**src/rtl/instruction_fetch_stage.sv**
```systemverilog
// ============================================================================
// instruction_fetch_stage : PC, instruction-memory address and IF/ID register
//   with stall, branch/jump redirect, syscall halt and fetch counting.
// Revision: 1.0
// ============================================================================
`default_nettype none

module instruction_fetch_stage #(
  parameter logic [31:0] RESET_PC        = 32'h0000_0000,
  parameter bit          HALT_ON_SYSCALL = 1'b1
) (
  input  logic        clk,
  input  logic        rst_n,
  output logic [31:0] imem_pc,
  input  logic [31:0] imem_instruction,
  input  logic        stall,
  input  logic        branch_taken,
  input  logic [31:0] branch_target,
  input  logic        jump,
  input  logic [31:0] jump_target,
  output logic [31:0] if_id_instruction,
  output logic [31:0] if_id_pc_plus4,
  output logic        if_id_valid,
  output logic        halted,
  output logic [31:0] fetch_count
);

  typedef enum logic [0:0] {
    ST_RUN    = 1'b0,
    ST_HALTED = 1'b1
  } state_t;

  state_t      r_state;
  logic [31:0] r_pc;
  logic [31:0] r_instr;
  logic [31:0] r_pc_plus4;
  logic        r_valid;
  logic [31:0] r_count;

  logic        w_redirect;
  logic [31:0] w_target;
  logic [31:0] w_pc_plus4;
  logic        w_is_syscall;

  // Branch beats jump when both fire; targets are forced word-aligned.
  assign w_redirect   = branch_taken | jump;
  assign w_target     = branch_taken ? {branch_target[31:2], 2'b00}
                                     : {jump_target[31:2], 2'b00};
  assign w_pc_plus4   = r_pc + 32'd4;
  assign w_is_syscall = HALT_ON_SYSCALL
                        && (imem_instruction[31:26] == 6'h00)
                        && (imem_instruction[5:0] == 6'h0C);

  always_ff @(posedge clk) begin
    if (!rst_n) begin
      r_state    <= ST_RUN;
      r_pc       <= RESET_PC;
      r_instr    <= 32'h0;
      r_pc_plus4 <= 32'h0;
      r_valid    <= 1'b0;
      r_count    <= 32'h0;
    end else if (w_redirect) begin
      // A redirect also revives a halted front end: the syscall was wrong-path.
      r_state    <= ST_RUN;
      r_pc       <= w_target;
      r_instr    <= 32'h0;
      r_pc_plus4 <= 32'h0;
      r_valid    <= 1'b0;
    end else if (stall) begin
      r_state <= r_state;
    end else if (r_state == ST_HALTED) begin
      r_instr <= 32'h0;
      r_valid <= 1'b0;
    end else begin
      r_pc       <= w_pc_plus4;
      r_instr    <= imem_instruction;
      r_pc_plus4 <= w_pc_plus4;
      r_valid    <= 1'b1;
      r_count    <= r_count + 32'd1;
      if (w_is_syscall) begin
        r_state <= ST_HALTED;
      end
    end
  end

  assign imem_pc           = r_pc;
  assign if_id_instruction = r_instr;
  assign if_id_pc_plus4    = r_pc_plus4;
  assign if_id_valid       = r_valid;
  assign halted            = (r_state == ST_HALTED);
  assign fetch_count       = r_count;

endmodule

`default_nettype wire

```
**config.mk**
```make
export PLATFORM = sky130hd
export DESIGN_NAME = instruction_fetch_stage
export DESIGN_NICKNAME = d
export VERILOG_FILES = /design/src/rtl/instruction_fetch_stage.sv
export SDC_FILE = /design/constraint.sdc
export NUM_CORES = 1
export LEC_CHECK = 0
export ABC_AREA = 1
export CORE_ASPECT_RATIO = 1.5
export CORE_MARGIN = 10
export CORE_UTILIZATION = 46
export CTS_BUF_LIST = sky130_fd_sc_hd__clkbuf_4 sky130_fd_sc_hd__clkbuf_8 sky130_fd_sc_hd__clkbuf_16
export DETAILED_ROUTE_END_ITERATION = 8
export GPL_TIMING_DRIVEN = 0
export HOLD_SLACK_MARGIN = 0.12
export PLACE_DENSITY_LB_ADDON = 0.12
export SYNTH_ARGS = -nofsm -noshare
export SYNTH_HDL_FRONTEND = slang
export SYNTH_SLANG_ARGS = --single-unit
```
**constraint.sdc**
```tcl
create_clock -name clk -period 1.7 [get_ports clk]
set_input_delay 0.255 -clock clk [delete_from_list [all_inputs] [get_ports clk]]
set_output_delay 0.255 -clock clk [all_outputs]
set_load 0.01 [all_outputs]
```
Yosys cells after proc, flatten, opt, wreduce, memory -nomap -nowiden
Cells that the tools add are included.
{ "classes": {"mul": 0, "bitwise": 5, "order_cmp": 0, "add_sub_neg": 2, "mux": 8, "reduce_logical": 6, "shifts": 0, "n_div": 0, "n_eq_ne": 3} }
{ "op_table": {"columns": ["cell", "count"], "rows": [
  ["32-bit two-way mux", 5],
  ["32-bit by 1-bit adder with 32-bit output (second input constant)", 1],
  ["32-bit by 3-bit adder with 32-bit output (second input constant)", 1],
  ["6-bit by 4-bit equality test with 1-bit output (second input constant)", 1],
  ["6-bit logical NOT", 1],
  ["2-bit by 1-bit != test with 1-bit output (second input constant)", 2],
  ["1-bit NOT", 4],
  ["2-bit AND reduction", 2],
  ["1-bit two-way mux", 3],
  ["3-bit AND reduction", 1],
  ["2-bit OR reduction", 1],
  ["1-bit logical AND", 1],
  ["1-bit OR", 1]
]} }
{ "word_totals": {"ff_bits": 130, "memories": 0, "mem_bits_rw": 0, "latch_bits": 0, "romBits": 0} }

Longest topological paths before layout
Gate-level depths: netlist (run 1).
{ "logic_depth": {"depth_word": 4, "mapped_depth": 10} }

Worst setup path before layout (run 1)
Ideal clock, no wire load.
{ "synth_path": {"path_kind": "reg-to-reg", "startpoint": "register r_pc[2] (netlist: imem_pc[2])", "endpoint": "register r_pc_plus4[30] (netlist: if_id_pc_plus4[30])", "path_buffers": 0, "arrival_time_ns": 1.409, "t_required_ns": 1.585, "setup_time_ns": 0.115, "setup_slack_ns": 0.175, "synth_period_minus_slack_ns": 1.525, "stages_incl_launch_ff": 11, "cell_sequence": "dfxtp_1 ha_1 inv_1 nor2_1 nand2_1 nor2_2 nand2_1 nand2_1 nand2_1 o21ai_0 inv_1"} }
{ "synth_via": {"elab_chain_len": 1} }
{ "synth_lines": {"columns": ["item", "line_no", "source"], "rows": [
  ["from (decl)", "34", "logic [31:0] r_pc;"],
  ["from (signal assigned)", "65", "r_pc <= w_target;"],
  ["from (signal assigned)", "75", "r_pc <= w_pc_plus4;"],
  ["32-bit by 3-bit adder with 32-bit output", "49", "assign w_pc_plus4 = r_pc + 32'd4;"],
  ["to (signal assigned)", "77", "r_pc_plus4 <= w_pc_plus4;"],
  ["to (decl)", "36", "logic [31:0] r_pc_plus4;"]
]} }
Every way passes these cells.
A chain may end at the register's enable or synchronous reset.

Worst setup path in the final report (run 1)
{ "layout_path": {"startpoint": "register r_pc[4] (netlist: imem_pc[4])", "endpoint": "output imem_pc[4]"} }
{ "layout_rtl": {"columns": ["item", "line_no", "source"], "rows": [
  ["to (decl)", "14", "output logic [31:0] imem_pc,"]
]} }
No word-level cell between the ends.

==> results.md, run 1 <==
* Synth area leader: dfxtp_1
* Vias in the first global route at 7191
* PD cells at 822 mW/mm^2
* DRT antenna net count at 0
* Hold Startpoint: stall
* Pleak at 4.00 nW
* Placed cells at 1327
* Clk_lat worst skew at 0.43 ns
* Share of cells above drive strength 1 at 0.126
* CP startpoint kind: flop
* Io pins at 231
* DRT iter0 DRCs at 405
* Crit path arrival time at 1.43 ns
* Fin crit share at 0.990
* Gp weighted congestion at 0.960
* Post-synthesis sequential area ratio at 0.390
* Setup Skew at 0.0158 ns
* Initial Util at 0.465
* Clock-pin slew on the worst setup and hold paths at 0.06 ns
* Final wirelength at 25200 um
* Final Setup Violations at 0
* Worst R2R Start: fetch_count[0]
* Status: finished clean
* WHS Path Cells at 3
* Die X at 117 um
* Synth top cells by count: 215 x nand2_1, 153 x nor2_1, 126 x dfxtp_1
* Crit path buffers/inverters at 1
* H-tree levels at 4
* Hold crit path type: primary input to flop
* Area Overhead vs Synth at 51.2%
* Slew headroom at 0.593
* Final min period at 1.68 ns
* Die Y at 165 um
* Number of enable flip-flop cells after synthesis at 0
* Crit path kind: flop to output pin
* DP HPWL at 19600 um
* Max-cap violation count at 0
* Mapped Avg Cell Area at 6.90 um^2
* Area contributors post-synth: dfxtp_1 39%, nand2_1 12%, nor2_1 8.9%, inv_1 5.6%, a32o_1 4.3%
* Nets at 1291
* Register bit count reported by yosys at 126
* Unique masters post-synth at 42
* Hold EP: if_id_instruction[30]
* Mapped Cells at 938
* CTS Buf Count at 17
* Total grt overflow at 0
* Post-DR vias/cell at 5.27
* Worst vdd ir at 0.639 mV
* Via count at 7198
* Fin. max-slew vios at 0
* Reg2reg setup slack at 0.07 ns
* Async SR Flop Fraction at 0
* Largest delay share family, worst path: buffers and inverters
* CP max-delay cell: clkdlybuf4s50_1
* FILL cells at 1233
* Port Buffer Count at 221
* Critical path cell sequence: clkdlybuf4s50_1
* Post-synth top flop: dfxtp_1
* Reg2Reg Depth at 10
* Row count at 53
* Mapped Area at 0.00647 mm^2
* YS warnings at 0
* Synth top area share at 0.390
* F_max at 594 MHz
* Total Power at 0.00804 W
* Gr usage total at 0.254
* RSZ-0062 raised after global routing: yes
* Clk root buf: clkbuf_16
* Worst slew pin tran at 0.610 ns
* WP data required at 1.44 ns
* Core Region at 0.0139 mm^2
* Count leader, synth: nand2_1
* Setup crit end kind: output pin
* Pre-antenna DRT Iters at 6
* Clk buf depth at 2
* Wire per inst at 18.5 um
* Min Hold Slack at 0.256 ns
* CTS tree: built
* Reg2reg end: fetch_count[28]
* Area of the die at 0.0193 mm^2
* Slowest cell delay on critical path at 0.58 ns
* Largest net degree at the start of global routing at 17
* Clock sink count at 126
* Crit Path Max Fanout at 6
* Residual DRC at 0
* Initial antenna violation count at 1
* First-pass GRT wire length at 38000 um
* Finished Layout Cells at 1367
* Final Hold Viols at 0
-- cell usage in the layout (no fill, tap or decap), drive strengths merged, types with 6 or more instances in the layout --
master	instances
nand3	35
a221oi	12
dfxtp	126
dlygate4sd2	6
clkbuf	38
a32o	28
a22oi	15
clkdlybuf4s50	205
nand4	13
dlymetal6s2s	10
o21ai	75
nor2	169
inv	110
buf	31
a21oi	50
xor2	11
nand2	218
nor3	7
-- layout make-up --
class | instances | area [um^2] | area share
well taps | 165 | 206 | 0.0211
inverters | 105 | 395 | 0.0404
diodes | 1 | 2.50 | 0.000256
clock buffers | 18 | 439 | 0.0449
multi-input cells | 666 | 3470 | 0.354
plain buffers | 44 | 245 | 0.0251
clock inverters | 14 | 179 | 0.0183
flip-flops and latches | 126 | 2560 | 0.262
repair buffers | 228 | 2280 | 0.233
-- state kept, by name, summed over array words and instances (netlist names) --
signal,cells
if_id_instruction,32
halted,1
imem_pc,30
fetch_count,32
if_id_valid,1
if_id_pc_plus4,30
-- worst max path at each step --
stage                               from                 end  slack (ns)  depth (start not counted)
after global routing      fetch_count[4]     fetch_count[15]       -0.03                          7
after floorplan               imem_pc[2]  if_id_pc_plus4[30]        0.18                         10
after CTS                    imem_pc[20]         imem_pc[20]      0.0003                          1
after detailed placement    branch_taken         imem_pc[26]       -0.53                          7
final                         imem_pc[4]          imem_pc[4]        0.02                          1
after global placement             rst_n         imem_pc[31]       -0.52                          8
-- tightest hold or removal path, stage by stage --
cell and delay (ns):
buf_2 0.17, a21oi_1 0.15, nor3_1 0.06
-- timing repair --
item | 4_1_cts | 5_1_grt
pin swaps | 0 | 5
buffers inserted | 0 | 7
endpoints found under the setup margin | 96 | 120
hold buffers | 0 | 0
gates resized for setup | 30 | 66
hold endpoints to repair | 0 | 0
-- logic make-up after synthesis --
logic type | share of synthesized area
and+or+nand+nor | 0.300
AOI/OAI and AO/OA | 0.189
buffers and inverters | 0.0967
DFF | 0.390
xor gates and xnor gates | 0.0203
adders and majority gates | 0.00387
other | 0.000580
-- where the power goes --
group / total, W / switching [W] / internal [W]
logic: 0.00101 / 0.000504 / 0.000510
clock network: 0.00388 / 0.00150 / 0.00237
registers: 0.00315 / 0.000102 / 0.00305
-- per-stage QoR --
stage	area (um^2)	worst slack (ns)	TNS, ns	util
final	9780	0.0164	0	0.702
after global routing	9780	-0.0330	-0.0480	0.702
after CTS	9550	0.000278	0	0.686
after detailed placement	8900	-0.535	-45.69	0.639
after global placement	8900	-0.521	-44.03	0.639
after floorplan	6480	0.175	0	-
-- layer usage --
| layer | vias to the layer above | wire [um] | track usage |
|---|---|---|---|
| met2 | 255 | 12900 | 0.451 |
| met3 | 73 | 1850 | 0.0618 |
| li1 | 3588 | - | - |
| met5 | - | 0 | 0 |
| met1 | 3282 | 9110 | 0.259 |
| met4 | 0 | 1360 | 0.158 |
Note: power is estimated with default switching activity, not from simulation.
==> inputs of run 2 (changes only) <==
--- a/config.mk
+++ b/config.mk
@@ -14,6 +14,7 @@
 export GPL_TIMING_DRIVEN = 0
 export HOLD_SLACK_MARGIN = 0.12
 export PLACE_DENSITY_LB_ADDON = 0.12
+export REMOVE_ABC_BUFFERS = 1
 export SYNTH_ARGS = -nofsm -noshare
 export SYNTH_HDL_FRONTEND = slang
 export SYNTH_SLANG_ARGS = --single-unit
==> results.md, run 2 (same netlist as run 1, synthesis figures left out) <==
* Finished Layout Cells at 1336 (-2.3%)
* Die X at 117 um (unchanged)
* Total grt overflow at 0 (unchanged)
* Initial antenna violation count at 0 (-1)
* Most frequent cells in the layout: 212 x nand2_1, 196 x clkdlybuf4s50_1, 135 x nor2_1
* Vias in the first global route at 7086 (-1.5%)
* Critical path cell sequence: clkdlybuf4s50_1
* Area of the die at 0.0193 mm^2 (unchanged)
* Placed cells at 1284 (-3.2%)
* H-tree levels at 4 (unchanged)
* CTS Buf Count at 17 (unchanged)
* Final Core Density at 0.692 (-0.0105)
* Setup crit end kind: output pin
* Core Region at 0.0139 mm^2 (unchanged)
* Clock sink count at 126 (unchanged)
* CP max-delay cell: clkdlybuf4s50_1
* Clock-pin slew on the worst setup and hold paths at 0.06 ns (about the same)
* Total Power at 0.00776 W (-3.5%)
* Residual DRC at 0 (unchanged)
* Row count at 53 (unchanged)
* Final Setup Violations at 0 (unchanged)
* Final Hold Viols at 0 (unchanged)
* Nets at 1261 (-2.3%)
* Wire per inst at 18.9 um (+2.2%)
* Final wirelength at 25200 um (about the same)
* Clk root buf: clkbuf_16
* Worst vdd ir at 0.668 mV (+4.5%)
* Largest delay share family, worst path: buffers and inverters
* Post-DR vias/cell at 5.37 (+1.9%)
* Fin. max-slew vios at 0 (unchanged)
* Port Buffer Count at 222 (+0.45%)
* Final min period at 1.66 ns (-0.0193 ns)
* Slew headroom at 0.617 (+0.0235)
* Gr usage total at 0.255 (+0.000972)
* Pleak at 3.88 nW (-3.0%)
* Clk_lat worst skew at 0.42 ns (about the same)
* F_max at 601 MHz (+1.2%)
* Post-CTS Hold Fix Bufs at 0 (unchanged)
* Fin crit share at 0.979 (-0.0113)
* Crit path buffers/inverters at 1 (unchanged)
* DRT iter0 DRCs at 399 (-1.5%)
* Clk buf depth at 2 (unchanged)
* Slowest cell delay on critical path at 0.58 ns (about the same)
* Die Y at 165 um (unchanged)
* Share of cells above drive strength 1 at 0.118 (-0.00788)
* Status: finished clean
* Crit path arrival time at 1.41 ns (-0.02 ns)
* Met3 Use GR at 0.0578 (-0.00398)
* DRT antenna net count at 0 (unchanged)
* Setup TNS at 0 ns (unchanged)
* CTS tree: built
* DP HPWL at 17600 um (-10%)
* Max-cap violation count at 0 (unchanged)
* Area Overhead vs Synth at 48.9%
* Crit path kind: flop to output pin
* Pre-antenna DRT Iters at 6 (unchanged)
* GRT Max-Usage Layer: met2
* Routing usage on met2 at 0.486 (+0.0351)
* CP startpoint kind: flop
* Via count at 7168 (-0.42%)
* First-pass GRT wire length at 37900 um (about the same)
* Hold crit path type: primary input to flop
* FILL cells at 1223 (-0.81%)
* WP data required at 1.44 ns (about the same)
* Worst slew pin tran at 0.574 ns (-0.0361 ns)
* RSZ-0062 raised after global routing: no
* Commonest non-fill, non-tap cell in the layout: nand2_1
* Io pins at 231 (unchanged)
* Setup Skew at 0.00898 ns (-0.00686 ns)
* Diodes inserted at 0 (-1)
* Gp weighted congestion at 0.961 (+0.11%)
* Initial Util at 0.465 (unchanged)
* M1 GR Usage at 0.252 (-0.00700)
* Largest net degree at the start of global routing at 41 (+24)
* Crit Path Max Fanout at 4 (-2)
* Min Hold Slack at 0.290 ns (+0.0345 ns)
* PD cells at 806 mW/mm^2 (-2.0%)
==> run 2: cell count changes in the layout (fill, tap and decap cells not counted), moves of 5 or more <==
cell             previous run  this run
clkbuf_1                   13         0
dlygate4sd2_1               6        13
clkbuf_2                    5         0
clkdlybuf4s50_1           205       196
buf_2                      11         0
==> run 2: power by group <==
part	total, W	switching (W)	leakage, nW	internal, W
Combinational	0.000978	0.000500	2.56	0.000478
Clock	0.00363	0.00142	0.279	0.00221
Sequential	0.00315	0.000101	1.04	0.00305
==> run 2: final cells by class <==
| cell class | instances | area [um^2] | area share |
|---|---|---|---|
| flip-flops and latches | 126 | 2560 | 0.266 |
| repair inverters | 2 | 11.3 | 0.00117 |
| clock buffers | 19 | 447 | 0.0464 |
| multi-input cells | 671 | 3510 | 0.364 |
| repair buffers | 235 | 2350 | 0.244 |
| clock inverters | 13 | 140 | 0.0145 |
| inverters | 105 | 413 | 0.0429 |
| well taps | 165 | 206 | 0.0214 |
==> run 2: what timing repair did <==
item                       CTS  global route
setup endpoints to repair  147            97
pin swaps                    5             2
setup buffers               12             1
gates cloned                 7             0
resized for setup           58            59
==> run 2: per-layer routing <==
layer,wire [um],vias to the layer above
li1,-,3526
met1,9020,3335
met5,0,-
met4,1010,0
met3,1810,56
met2,13400,251
==> run 2: final timing paths <==
path,from,end,slack [ns],cells after the start
max,fetch_count[31],fetch_count[31],0.04,1
min reg2reg,if_id_pc_plus4[3],if_id_pc_plus4[3],0.46,2
max reg2reg,halted,imem_pc[17],0.06,6
min,rst_n,fetch_count[25],0.29,3
==> run 2: stage by stage <==
stage | worst slack, ns | cell area (um^2)
floorplan | -0.835 | 6250
global placement | -4.50 | 8680
detailed placement | -4.49 | 8680
CTS | 0.000131 | 9480
global route | 0.000390 | 9630
finish | 0.0357 | 9630
==> inputs of run 3 (changes only) <==
--- a/config.mk
+++ b/config.mk
@@ -5,16 +5,17 @@
 export SDC_FILE = /design/constraint.sdc
 export NUM_CORES = 1
 export LEC_CHECK = 0
-export ABC_AREA = 1
+export ABC_AREA = 0
 export CORE_ASPECT_RATIO = 1.5
 export CORE_MARGIN = 10
-export CORE_UTILIZATION = 46
+export CORE_UTILIZATION = 45
 export CTS_BUF_LIST = sky130_fd_sc_hd__clkbuf_4 sky130_fd_sc_hd__clkbuf_8 sky130_fd_sc_hd__clkbuf_16
 export DETAILED_ROUTE_END_ITERATION = 8
 export GPL_TIMING_DRIVEN = 0
 export HOLD_SLACK_MARGIN = 0.12
 export PLACE_DENSITY_LB_ADDON = 0.12
 export REMOVE_ABC_BUFFERS = 1
+export SLEW_MARGIN = 20
 export SYNTH_ARGS = -nofsm -noshare
 export SYNTH_HDL_FRONTEND = slang
 export SYNTH_SLANG_ARGS = --single-unit
==> results.md, run 3 <==
* Status: finished with violations
* Failing checks: negative setup slack
* CTS Buf Count at 17 (unchanged)
* Share of cells above drive strength 1 at 0.173 (+0.0555)
* Reg2reg setup slack at -0.05 ns (-0.11 ns)
* Multiplexer area fraction after synthesis at 0.00657 (+0.00657)
* Synth top cells by count: 126 x dfxtp_1, 92 x nor2_1, 48 x a21oi_1
* Net switching power at 0.00194 W (-4.2%)
* Pleak at 3.73 nW (-3.8%)
* Routing usage on met2 at 0.380 (-0.106)
* Die X at 115 um (-1.6%)
* CP startpoint: imem_pc[3]
* Crit path arrival time at 2.03 ns (+0.62 ns)
* Async SR Flop Fraction at 0 (unchanged)
* Clk buf depth at 2 (unchanged)
* Largest net degree at the start of global routing at 41 (unchanged)
* Placed cell area at 0.00832 mm^2 (-4.1%)
* Core Region at 0.0134 mm^2 (-3.8%)
* Comb pwr share at 0.123 (-0.003)
* Area of the die at 0.0187 mm^2 (-3.2%)
* Unique masters post-synth at 65 (+55%)
* Simple-gate share of the synthesized area at 0.232 (-0.0685)
* Crit Path Max Fanout at 6 (+2)
* Worst R2R Start: imem_pc[3]
* Synth Area in Compound Gates at 0.187 (-0.00165)
* Clk root buf: clkbuf_16
* Initial Util at 0.454 (-0.0101)
* Nets at 1043 (-17%)
* Clock-pin slew on the worst setup and hold paths at 0.06 ns (about the same)
* Fin. max-slew vios at 0 (unchanged)
* Sw Share at 0.244 (-0.0166)
* Wire per inst at 20.0 um (+5.8%)
* Clk_lat worst skew at 0.42 ns (about the same)
* Hold crit path type: primary input to flop
* Total Power at 0.00794 W (+2.3%)
* Final Setup Violations at 4 (+4)
* Crit path kind: flop to flop
* Gr usage total at 0.224 (-0.0309)
* Number of enable flip-flop cells after synthesis at 0 (unchanged)
* Mapped Area at 0.00609 mm^2 (-5.8%)
* WP data required at 1.98 ns (+0.54 ns)
* Die Y at 162 um (-1.7%)
* First-pass GRT wire length at 33900 um (-11%)
* PnR worst setup slack at -0.0451 ns (-0.0808 ns)
* Setup crit end kind: flop
* Sequential power share at 0.397 (-0.009)
* Finished Layout Cells at 1115 (-17%)
* Worst slew pin tran at 0.632 ns (+0.0575 ns)
* CTS tree: built
* Worst vdd ir at 0.598 mV (-10%)
* Int Pwr at 0.00600 W (+4.6%)
* Post-DR vias/cell at 5.72 (+6.7%)
* Pre-antenna DRT Iters at 5 (-1)
* Final Cell Area at 0.00964 mm^2 (about the same)
* PD cells at 824 mW/mm^2 (+2.3%)
* Vias in the first global route at 6359 (-10%)
* DRT iter0 DRCs at 321 (-20%)
* Initial antenna violation count at 1 (+1)
* Residual DRC at 0 (unchanged)
* Clock sink count at 126 (unchanged)
* Final Hold Viols at 0 (unchanged)
* Clock power frac at 0.480 (+0.012)
* Slew headroom at 0.579 (-0.0378)
* Gp weighted congestion at 0.846 (-12%)
* Total grt overflow at 0 (unchanged)
* Count leader, synth: dfxtp_1
* Final min period at 1.75 ns (+0.0808 ns)
* Post-synthesis sequential area ratio at 0.414 (+0.0242)
* Post-synth top flop: dfxtp_1
* Main combinational cell family by area after synthesis: simple AND/OR/NAND/NOR gates
* Fin crit share at 1.03 (+0.0475)
* Area contributors post-synth: dfxtp_1 41%, nor2_1 5.7%, xnor2_1 5.6%, a22oi_1 5.3%, a21oi_1 3.9%
* Synth Area in Adders at 0.00411 (+0.000240)
* GRT Max-Usage Layer: met2
* Final wirelength at 22300 um (-12%)
* Dpl ws at -1.56 ns (+2.93 ns)
* Hold Startpoint: branch_taken
* Commonest non-fill, non-tap cell in the layout: clkdlybuf4s50_1
* Via count at 6382 (-11%)
* DP HPWL at 15500 um (-12%)
* YS warnings at 0 (unchanged)
* Met3 Use GR at 0.0878 (+0.0299)
* Io pins at 231 (unchanged)
* Setup Skew at 0.0131 ns (+0.00409 ns)
* Port Buffer Count at 222 (unchanged)
* Mapped Avg Cell Area at 8.53 um^2 (+24%)
* Synth top area share at 0.414 (+0.0242)
* Row count at 52 (-1.9%)
* H-tree levels at 4 (unchanged)
* Register bit count reported by yosys at 126 (unchanged)
* Mapped Cells at 714 (-24%)
* Most frequent cells in the layout: 189 x clkdlybuf4s50_1, 94 x dfxtp_1, 87 x nor2_1
* Area Overhead vs Synth at 58.2%
* RSZ-0062 raised after global routing: yes
* Max-cap violation count at 0 (unchanged)
* F_max at 573 MHz (-4.6%)
* DRT antenna net count at 0 (unchanged)
* Placed cells at 1046 (-19%)
* XOR/XNOR Fraction of Synth Area at 0.0920 (+0.0717)
* Synth area leader: dfxtp_1
* CP startpoint kind: flop
* M1 GR Usage at 0.243 (-0.00925)
[run 3: cell types whose count changed in the layout (fill, tap and decap cells not counted), moves of 13 or more]
cell and change:
dfxtp_4 +13, a22oi_1 +28, buf_4 +17, a32o_1 -28
o21ai_1 -38, nand2_1 -171, nor2_2 -16, xor2_1 +14
inv_1 -81, nor2_4 -15, xnor2_1 +34, nor2_1 -48
[run 3: worst paths after layout]
check	endpoint	cells past startpoint
hold reg to reg	if_id_pc_plus4[3]	2
setup / recovery	imem_pc[20]	6
hold / removal	imem_pc[20]	3
setup reg to reg	imem_pc[20]	6
[run 3: through the flow]
step | setup TNS, ns | hold slack (ns) | util
5_1_grt | -1.22 | 0.397 | 0.719
4_1_cts | -0.0259 | 0.366 | 0.697
3_3_place_gp | -401.41 | 0.450 | 0.611
6_report | -0.140 | 0.362 | 0.719
2_1_floorplan | -106.45 | 0.372 | -
3_5_place_dp | -143.26 | 0.462 | 0.621
[run 3: cells by family (layout without fill, tap and decap cells)]
| family | count (synthesis) | count (layout) |
|---|---|---|
| buffers and inverters | 77 | 311 |
| AND/OR/NAND/NOR | 265 | 266 |
| XOR/XNOR | 64 | 64 |
| adder cells (fa/ha/maj) | 2 | 2 |
| AO/OA/AOI/OAI | 175 | 175 |
| other | 1 | 5 |
| flip-flops | 126 | 126 |
| multiplexers | 4 | 4 |
[run 3: area by class of cell]
type	count	area (um^2)
diodes	1	2.50
clock buffers	17	425
clock inverters	14	194
fillers	1051	3770
inverters	15	56.3
multi-input cells	515	3470
flip-flops and latches	126	2600
well taps	162	203
repair buffers	265	2680
[run 3: critical path, cell delays in order, from the launching register on]
cell	delay (ns)
dfxtp_4	0.36
ha_4	0.15
nand3_4	0.12
or4_4	0.52
o31a_1	0.28
o21ai_1	0.12
a21oi_1	0.07
[run 3: power by group through the flow]
stage	Clock (W)	Sequential [W]	Combinational (W)
detailed placement	0	0.00322	0.000919
global placement	0	0.00321	0.000875
global route	0.00399	0.00316	0.00105
finish	0.00382	0.00315	0.000976
floorplan	0	0.00323	0.000316
CTS	0.00386	0.00315	0.000965
[run 3: repair_timing]
action | CTS | global route
pin swaps | 22 | 15
buffers inserted | 28 | 8
endpoints found under the setup margin | 155 | 60
gates cloned | 1 | 0
resized for setup | 78 | 62
hold buffers | 0 | 0
[run 3: layer usage]
| metal | share of wire | vias up |
|---|---|---|
| li1 | - | 3032 |
| met2 | 0.51 | 251 |
| met1 | 0.38 | 3059 |
| met4 | 0.026 | 0 |
| met5 | 0 | - |
| met3 | 0.088 | 40 |
==> edit 1 (flow settings as in run 2) <==
Register the output `fetch_count` once more, cleared by the reset; this adds one clock of latency there. The other outputs are not delayed to match.
--- a/src/rtl/instruction_fetch_stage.sv
+++ b/src/rtl/instruction_fetch_stage.sv
@@ -88,7 +88,13 @@
   assign if_id_pc_plus4    = r_pc_plus4;
   assign if_id_valid       = r_valid;
   assign halted            = (r_state == ST_HALTED);
-  assign fetch_count       = r_count;
+  always_ff @(posedge clk) begin
+    if (!rst_n) begin
+      fetch_count <= '0;
+    end else begin
+      fetch_count <= r_count;
+    end
+  end
 
 endmodule
 
Check against the original RTL: not equivalent (Yosys sat finds a counterexample within 4 cycles, from zero or initial values and one cycle with rst_n low).
==> edit 1 against run 2 <==
- design area increased by 9.1%
- power increased by 13%
- hold slack got worse by 130 ps
- global-route usage decreased by 1.8 points
- die area increased by 9.5%
- wire length increased by 1.6%
- setup slack improved by 14 ps
- area after synthesis increased by 11%
- register-to-register slack improved by 50 ps
- synthesized cell count increased by 5.2%
- sequential cell count increased by 32
==> edit 1: results (changes against run 2) <==
- Ys flop type: dfxtp_1
- Worst Hold Slack: 158 ps (-133 ps)
- Max Freq: 606 MHz (+0.82%)
- PostCTS Resize Cnt: 50 (-14%)
- Placed Area: 9470 sq um (+9.2%)
- Antenna violations before repair: 1 (+1)
- IO buf count: 222 (unchanged)
- Area contributors post-synth: dfxtp_1 44%, nand2_1 12%, inv_1 6.8%
- Gr usage total: 0.237 (-0.0183)
- Largest net degree at the start of global routing: 50 (+22%)
- Met1 Usage GRT: 0.253 (+0.000694)
- DRT iter0 DRCs: 410 (+2.8%)
- Worst Setup SP: imem_pc[30]$_SDFFE_PN0P_
- Internal power: 6.57 mW (+14%)
- Worst Clk Skew: 9.97 ps (+0.986 ps)
- Post-synth cell types: 47 (+12%)
- GP Congestion: 0.885 (-7.9%)
- Leak Pwr: 4.57 nW (+18%)
- Crit path max-delay family: buffers and inverters
- Pre-Repair DR Iteration Count: 5 (-1)
- R2R Setup Slk: 110 ps (+50 ps)
- Worst Reg-to-Reg Cells: 9 (+3)
- Vias per cell: 5.18 (-3.4%)
- Sequential area share after synthesis: 0.440 (+0.0499)
- Outcome: completed
- RR Endpoint: if_id_pc_plus4[23]$_SDFFE_PP0P_
- FF-to-FF Start: imem_pc[12]$_SDFFE_PN0P_
- Crit path largest cell delay: 610 ps (+30 ps)
- Wire per inst: 18.0 microns (-4.7%)
- Deepest clock path buffer count: 2 (unchanged)
- M3 GR Usage: 0.0505 (-0.00731)
- Post-Place Worst Slack: -2820 ps (+1660 ps)
- Fill count: 1,314 (+7.4%)
- Setup Buffers After CTS: 15 (+3)
- Post-DP HPWL: 17,700 microns (+0.58%)
- Combined area of the multi-input logic cells: 3520 sq um (+0.32%)
- Synthesized netlist cell count: 987 (+5.2%)
- Placed cell count: 1,369 (+6.6%)
- Async SR Flop Fraction: 0 (unchanged)
- Total wire length: 25,600 microns (+1.6%)
- Sequential power share: 0.446 (+0.040)
- First-pass GRT wire length: 39,600 microns (+4.5%)
- Max IR drop VDD: 0.684 mV (+2.4%)
- WL met1: 9390 microns (+4.1%)
- Nets: 1,317 (+4.4%)
- Hold EP: r_count[30]$_SDFFE_PN0P_
- Vias in the first global route: 7,118 (+0.45%)
- Critical path destination: imem_pc[30]
- Metal2 WL: 14,100 microns (+5.1%)
- Met3 WL post-DR: 1420 microns (-21%)
- Layout cells sized above 1: 0.110 (-0.00773)
-- edit 1: cell types whose count changed in the layout (fill, tap and decap cells not counted), moves of 17 or more --
cell | run 2 | this run
nor2_1 | 135 | 108
inv_1 | 95 | 128
o21ai_1 | 40 | 3
nand2_1 | 212 | 229
o21ai_0 | 35 | 69
dfxtp_1 | 98 | 137
-- edit 1: logic make-up (layout without fill, tap and decap cells) --
kind of cell | count (synthesis) | after routing | synth area share
xor gates and xnor gates | 13 | 13 | 0.0158
buffers and inverters | 179 | 408 | 0.101
AOI/OAI and AO/OA | 186 | 186 | 0.165
and+or+nand+nor | 448 | 455 | 0.274
DFF | 158 | 158 | 0.440
adders and majority gates | 2 | 2 | 0.00348
other | 1 | 4 | 0.000521
-- edit 1: final cells by class --
class,count,area share
clock buffer,20,0.0438
tap,199,0.0237
inverter,136,0.0504
clock inverter,11,0.0126
multi-input combinational,660,0.335
timing repair buffer,241,0.231
sequential,158,0.304
==> edit 2 (settings of run 2) <==
Without the edit above. Change the parameter `HALT_ON_SYSCALL` from 1'b1 to 1'b0.
--- a/src/rtl/instruction_fetch_stage.sv
+++ b/src/rtl/instruction_fetch_stage.sv
@@ -7,7 +7,7 @@
 
 module instruction_fetch_stage #(
   parameter logic [31:0] RESET_PC        = 32'h0000_0000,
-  parameter bit          HALT_ON_SYSCALL = 1'b1
+  parameter bit          HALT_ON_SYSCALL = 1'b0
 ) (
   input  logic        clk,
   input  logic        rst_n,
Formal check against the unedited RTL: not equivalent (a bounded check fails within 4 cycles, from zero or initial values and one cycle with rst_n low).
==> edit 2 against run 2 <==
- combinational power shrank 2%
- setup slack gained 9.2 ps
- area after synthesis shrank 2.9%
- wire length shrank 11%
- clock power grew 4%
- design area shrank 1.8%
- sequential cell count shrank 1
- critical path depth is the same
- hold slack lost 9.0 ps
- maximum frequency grew 0.55%
- power grew 1.0%
- largest cell class unchanged
==> edit 2: results (changes against run 2) <==
- Outcome: completed
- Gr usage total: 0.228 (-0.0268)
- Worst Clk Skew: 7.76 ps (-1.22 ps)
- Hold path depth: 3 (unchanged)
- Deepest clock path buffer count: 2 (unchanged)
- Post-DP HPWL: 15,900 microns (-9.9%)
- CTS Buf Count: 17 (unchanged)
- Vias in the first global route: 6,387 (-9.9%)
- Hold EP: if_id_instruction[18]$_SDFFE_PP0N_
- Max H-tree Level: 4 (unchanged)
- Synth cell count leaders: 252 x nand2_1, 144 x nor2_1, 125 x dfxtp_1, 88 x a21oi_1, 66 x inv_1
- Total wire length: 22,500 microns (-11%)
- Async SR Flop Fraction: 0 (unchanged)
- GP Congestion: 0.930 (-3.1%)
- Max IR drop VDD: 0.637 mV (-4.6%)
- Hold Path Class: input pin to flop
- Largest net degree at the start of global routing: 69 (+68%)
- Pre-Repair DR Iteration Count: 5 (-1)
- First-pass GRT wire length: 33,800 microns (-11%)
- CTS root buffer: clkbuf_16
- IO buf count: 221 (-0.45%)
- N_diodes: 0 (unchanged)
- Synth area leader: dfxtp_1
- R2R Setup Slk: 80 ps (+20 ps)
- Worst Reg-to-Reg Cells: 10 (+4)
- Worst-path maximum fanout: 4 (unchanged)
- Antenna violations before repair: 0 (unchanged)
- Worst-skew pair later-pin latency: 410 ps
- Hold path startpoint: stall
- Fill count: 1,135 (-7.2%)
- RR Endpoint: if_id_pc_plus4[24]$_SDFFE_PP0N_
- Post-synth cell types: 40 (-4.8%)
- Reg clk slew, reported paths: 60 ps (about the same)
- FF-to-FF Start: imem_pc[2]$_SDFFE_PN0N_
- Crit path max-delay family: buffers and inverters
- Area contributors post-synth: dfxtp_1 40%, nand2_1 15%, nor2_1 8.6%
- Sequential area share after synthesis: 0.399 (+0.00862)
- Worst Hold Slack: 281 ps (-9.04 ps)
- Synth warnings: 0 (unchanged)
- Internal power: 5.89 mW (+2.7%)
- DRT iter0 DRCs: 478 (+20%)
- Crit path largest cell delay: 580 ps (about the same)
- Leak Pwr: 3.96 nW (+2.3%)
- Nets: 1,247 (-1.1%)
- Slew @ Worst Pin: 743 ps (+168 ps)
- Slowest-stage cell, CP: clkdlybuf4s50_1
- Via count: 6,829 (-4.7%)
- Layout cells sized above 1: 0.110 (-0.00808)
[edit 2: layout make-up]
| cell class | instances | share of cell area |
|---|---|---|
| clock buffers | 19 | 0.0479 |
| clock inverters | 13 | 0.0173 |
| inverters | 75 | 0.0339 |
| multi-input cells | 691 | 0.363 |
| flip-flops and latches | 125 | 0.267 |
| well taps | 162 | 0.0214 |
| repair buffers | 234 | 0.249 |
[edit 2: cells by family after synthesis]
| family | after synthesis | share of synthesized area |
|---|---|---|
| compound gates | 182 | 0.164 |
| xor+xnor | 17 | 0.0237 |
| fa+ha+maj | 2 | 0.00399 |
| buf+inv | 117 | 0.0775 |
| flops | 125 | 0.399 |
| other cells | 1 | 0.000597 |
| simple gates | 483 | 0.332 |
[edit 2: repair_timing]
action / in CTS / in global routing
setup buffers: 10 / 2
endpoints found under the setup margin: 140 / 57
hold buffers: 0 / 0
pin swaps: 4 / 7
cloned: 2 / 0
gates resized for setup: 39 / 56
[edit 2: how the worst max path moves through the flow]
stage | end | depth (start not counted) | slack (ps) | from
after floorplan | fetch_count[22]$_SDFFE_PN0P_ | 8 | 30 | stall
after global placement | imem_pc[4]$_SDFFE_PN0N_ | 7 | -3870 | stall
after detailed placement | if_id_pc_plus4[7]$_SDFFE_PP0N_ | 7 | -2860 | rst_n
after CTS | fetch_count[30]$_SDFFE_PN0P_ | 8 | 1 | fetch_count[1]$_SDFFE_PN0P_
after global routing | if_id_pc_plus4[22]$_SDFFE_PP0N_ | 10 | -30 | imem_pc[2]$_SDFFE_PN0N_
final | fetch_count[25] | 1 | 40 | fetch_count[25]$_SDFFE_PN0P_
[edit 2: power by group through the flow]
stage | clock network (mW) | registers [mW] | logic (mW)
floorplan | 0 | 3.20 | 0.319
global placement | 0 | 3.17 | 0.923
detailed placement | 0 | 3.17 | 0.930
CTS | 3.83 | 3.11 | 0.954
global route | 3.93 | 3.13 | 1.04
finish | 3.76 | 3.12 | 0.961
[edit 2: per-layer routing]
layer,global-route usage,vias up,part of all wire,routed length (microns)
li1,-,3432,-,-
met5,0,-,0,0
met2,0.417,219,0.52,11700
met3,0.0642,38,0.071,1590
met1,0.240,3140,0.38,8600
met4,0.0838,0,0.027,602
[edit 2: through the flow]
step	setup WS [ps]	power (mW)	TNS, ps	instances	cell area, sq um
after global routing	-27.5	8.10	-119	1319	9460
after detailed placement	-2860	4.10	-258320	1273	8510
after floorplan	32.2	3.52	0	889	6090
final	44.8	7.84	0	1319	9460
after global placement	-3870	4.09	-367430	1272	8500
after CTS	1.36	7.89	0	1317	9280
